## src/rtl/tick_timer.sv

```systemverilog
// tick_timer: prescaled countdown timer with one-shot/periodic modes, pause and stop.
// Define TIMER_SIM_EN to replace CLK_HZ/TICK_HZ with SIM_DIV for fast simulation.
module tick_timer #(
    parameter int CLK_HZ  = 50000000,
    parameter int TICK_HZ = 1,
    parameter int CNT_W   = 8,
    parameter int SIM_DIV = 50
) (
    input  logic             clk,
    input  logic             reset,
    input  logic             enable,
    input  logic             start,
    input  logic             stop,
    input  logic             mode,
    input  logic [CNT_W-1:0] load_val,
    output logic             tick,
    output logic             expired,
    output logic             busy,
    output logic [CNT_W-1:0] remaining
);
`ifdef TIMER_SIM_EN
    localparam bit USE_SIM = 1'b1;
`else
    localparam bit USE_SIM = 1'b0;
`endif
    localparam int DIV   = USE_SIM ? SIM_DIV : CLK_HZ / TICK_HZ;
    localparam int PRE_W = $clog2(DIV);
    localparam logic [PRE_W-1:0] PRE_LAST = PRE_W'(DIV - 1);

    typedef enum logic [1:0] {IDLE, RUN, PAUSED} state_t;

    state_t           state_q, state_d;
    logic [PRE_W-1:0] pre_q, pre_d;
    logic [CNT_W-1:0] rem_q, rem_d;
    logic [CNT_W-1:0] reload_q, reload_d;
    logic             mode_q, mode_d;
    logic             tick_q, tick_d;
    logic             exp_q, exp_d;

    assign busy      = state_q != IDLE;
    assign remaining = rem_q;
    assign tick      = tick_q;
    assign expired   = exp_q;

    always_ff @(posedge clk) begin
        if (!reset) begin
            state_q  <= IDLE;
            pre_q    <= '0;
            rem_q    <= '0;
            reload_q <= '0;
            mode_q   <= 1'b0;
            tick_q   <= 1'b0;
            exp_q    <= 1'b0;
        end else begin
            state_q  <= state_d;
            pre_q    <= pre_d;
            rem_q    <= rem_d;
            reload_q <= reload_d;
            mode_q   <= mode_d;
            tick_q   <= tick_d;
            exp_q    <= exp_d;
        end
    end

    // Leaving PAUSED with enable high counts on that same edge, so the partial period is kept exactly.
    always_comb begin
        state_d  = state_q;
        pre_d    = pre_q;
        rem_d    = rem_q;
        reload_d = reload_q;
        mode_d   = mode_q;
        tick_d   = 1'b0;
        exp_d    = 1'b0;
        if (stop) begin
            if (busy) begin
                state_d = IDLE;
                pre_d   = '0;
                rem_d   = '0;
            end
        end else if (start) begin
            if (load_val != '0) begin
                state_d  = RUN;
                pre_d    = '0;
                rem_d    = load_val;
                reload_d = load_val;
                mode_d   = mode;
            end else if (busy) begin
                state_d = IDLE;
                pre_d   = '0;
                rem_d   = '0;
            end
        end else if (busy) begin
            if (!enable) begin
                state_d = PAUSED;
            end else if (pre_q != PRE_LAST) begin
                state_d = RUN;
                pre_d   = pre_q + 1'b1;
            end else begin
                state_d = RUN;
                pre_d   = '0;
                tick_d  = 1'b1;
                if (rem_q > CNT_W'(1)) begin
                    rem_d = rem_q - 1'b1;
                end else begin
                    exp_d   = 1'b1;
                    rem_d   = mode_q ? reload_q : '0;
                    state_d = mode_q ? RUN : IDLE;
                end
            end
        end
    end
endmodule

```

## config.mk

```make
export PLATFORM = sky130hd
export DESIGN_NAME = tick_timer
export DESIGN_NICKNAME = d
export VERILOG_FILES = /design/src/rtl/tick_timer.sv
export SDC_FILE = /design/constraint.sdc
export NUM_CORES = 1
export LEC_CHECK = 0
export CAP_MARGIN = 15
export CORE_MARGIN = 2
export CORE_UTILIZATION = 55
export DETAILED_ROUTE_END_ITERATION = 10
export MAX_ROUTING_LAYER = met4
export PLACE_DENSITY = 0.89
export SYNTH_ARGS = -nofsm -noshare
export SYNTH_HDL_FRONTEND = slang
export SYNTH_SLANG_ARGS = --single-unit
```

## constraint.sdc

```tcl
create_clock -name clk -period 7.45 [get_ports clk]
set_clock_uncertainty 0.1 [all_clocks]
set_input_delay 2.235 -clock clk [delete_from_list [all_inputs] [get_ports clk]]
set_output_delay 2.235 -clock clk [all_outputs]
set_load 0.02 [all_outputs]
```

==> key figures <==
Job
  – Max cap viols: 0

Cells and area
  – Final core occ: 64.2%
  – Nets: 382
  – Final Cell Area: 3050 um^2
  – Most common cell after layout, fill and taps aside: dfxtp_1
  – Synthesis-to-finish area growth: 11.5%
  – Most frequent cells in the layout: dfxtp_1, nand2_1, nor2_1
  – # diodes: 0
  – Fin cells: 432
  – Layout cells sized above 1: 5.48%

Worst setup path
  – Max FO, Critical Path: 26
  – WS Path Type: input port to flop
  – CP Capture Type: flop
  – CP Launch Type: input port
  – Worst path arrival time: 5.09 ns
  – Worst EP required: 7.58 ns

Drt
  – Drt wl/cell: 17.9 um
  – WL final: 7740 um
  – Vias/cell: 6.74
  – Met2 wire len: 3660 um
  – Antenna viol nets, final: 0
  – Via count: 2911
  – DRC Markers: 0
  – Met1 wire length: 3160 um
  – 1st-iter DRT viols: 349
  – DR top layer: met4
  – DR pass1 iterations: 6
  – WL met3: 624 um

Placement
  – Placed cell count: 423
  – I/O Buffers: 24
  – Placed Area: 2940 um^2
  – Post-detail-place hpwl: 5390 um
  – Final Wtd Congestion: 0.988

Synthesis
  – Synth Area in Simple Gates: 34.1%
  – Ys async rst share: 0%
  – Top_reg_cell synth: dfxtp_1
  – Post-synth top area share: 34.4%
  – Syn. warnings: 0
  – Post-Syn Area per Cell: 7.74 um^2
  – Xor/xnor share of the synthesized area: 0%
  – Post-Synthesis Cells: 354
  – Number of library cell types mapped by synthesis: 56
  – Register bit total from synthesis: 47
  – Register area share after synthesis: 34.4%
  – Post-synth EDFFs: 0
  – Post-synth top area cell: dfxtp_1
  – Adder-cell share of the synthesized area: 1.37%
  – Synth Area in Compound Gates: 23.9%
  – Mux share of post-synthesis cell area: 0.365%
  – Synth top area cells: dfxtp_1, nand2_1, a21oi_1
  – Synth Net Count: 371
  – Post-synthesis instance area: 2740 um^2
  – Largest family of logic cells by synthesized area: simple AND/OR/NAND/NOR gates

Floorplanning
  – Initial core utilization: 57.6%
  – Die span in x: 74.6 um
  – Die area: 5560 um^2
  – Core Area: 4750 um^2
  – Top Ports: 25
  – Die height: 74.6 um
  – Number of cell rows: 25

STA
  – RSZ-0062 raised after global routing: no
  – Max Slew Vio Count: 0
  – Final Setup Violations: 0
  – Clock period minus worst slack: 4.95 ns
  – Slew @ Worst Pin: 1.08 ns
  – Endpoints failing hold: 0
  – Peak Freq: 202 MHz
  – Max_slew headroom: 27.0%
  – Fin crit share: 66.5%
  – Final setup TNS: 0 ns

Global route
  – Total global routing overflow: 0
  – Antenna violations before repair: 0
  – Vias in the first global route: 2608
  – Largest net degree at the start of global routing: 27
  – First-pass GRT wire length: 12600 um
  – GRT Total Usage: 30.2%

CTS
  – H-tree Lvls: 2
  – Clock buffer depth: 2
  – Hold-fix buffers, CTS: 0
  – CTS tree: built
  – CTS sink count: 47
  – Later-pin clock latency in the skew report: 0.30 ns
  – Clock transition at the registers of the reported paths: 0.09 ns
  – Root buf cell: clkbuf_8
  – Post-CTS setup buffer count: 0
  – TritonCTS Buffers: 5
  – Post-CTS sizing: 0

Outcome
  – Status: complete, no violations

Worst hold path
  – Min-Delay Path Class: flop to flop

Pwr
  – Total power: 540 uW
  – Power per cell area: 177 nW/um^2
  – Static leakage power: 0.959 nW
  – Worst VDD drop: 0.125 mV
## through the flow
step | setup WS [ns] | hold slack (ns)
floorplan | 3.44 | 0.337
detailed placement | 2.20 | 0.352
global placement | 2.29 | 0.351
CTS | 2.52 | 0.364
finish | 2.50 | 0.362
global route | 2.24 | 0.383
## worst paths after layout
check             slack [ns]  cells after the start      endpoint        start
hold / removal          0.36                      2   reload_q[1]  reload_q[1]
setup / recovery        2.50                      6     pre_q[25]        reset
hold reg to reg         0.36                      2   reload_q[1]  reload_q[1]
setup reg to reg        4.57                      6  remaining[2]     pre_q[0]
## state kept, by name, summed over array words and instances, names as in the netlist
| signal | cells |
|---|---|
| pre_q | 26 |
| reload_q | 8 |
| remaining | 8 |
| state_q | 2 |
| expired | 1 |
| mode_q | 1 |
| tick | 1 |
## cell usage after synthesis (all sizes together), types with 4 or more instances
master  instances
nand2b          4
or3             8
a22oi           6
nor3           14
and4            4
nor4            7
o21ai          18
nor2           26
o211ai          4
dfxtp          47
or4            14
a21oi          25
nand4          15
nor4b           4
a31oi          17
inv             8
or2             4
nand2          41
clkbuf         18
o21a            4
nand3          18
and3            4
## worst max-delay path, cell delays in order
cell,delay [ns]
clkdlybuf4s50_1,0.64
clkinv_1,0.69
nor2_1,0.69
o21ai_0,0.27
or3_1,0.40
a31oi_1,0.16
## power breakdown
group	switching (mW)	internal [mW]
Clock	0.0842	0.0985
Combinational	0.0560	0.0351
Sequential	0.00914	0.257
Total	0.149	0.391
## area by class of cell
class,count,area (um^2)
well taps,67,83.8
clock buffers,6,72.6
clock inverters,1,30.0
inverters,9,33.8
repair buffers,26,256
fillers,418,1700
multi-input cells,276,1640
flip-flops and latches,47,941
## logic make-up (layout without fill, tap and decap cells)
| family | Yosys count | in the layout |
|---|---|---|
| muxes | 1 | 1 |
| and+or+nand+nor | 171 | 171 |
| DFF | 47 | 47 |
| AOI/OAI and AO/OA | 101 | 101 |
| adders and majority gates | 3 | 3 |
| buffers and inverters | 31 | 42 |
## layer usage
layer / GRT usage (%) / vias to the layer above
met5: - / -
met4: 13.1 / 0
met3: 4.74 / 42
met2: 48.5 / 165
met1: 37.4 / 1331
li1: - / 1373
Note: power is estimated with default switching activity, not from simulation.
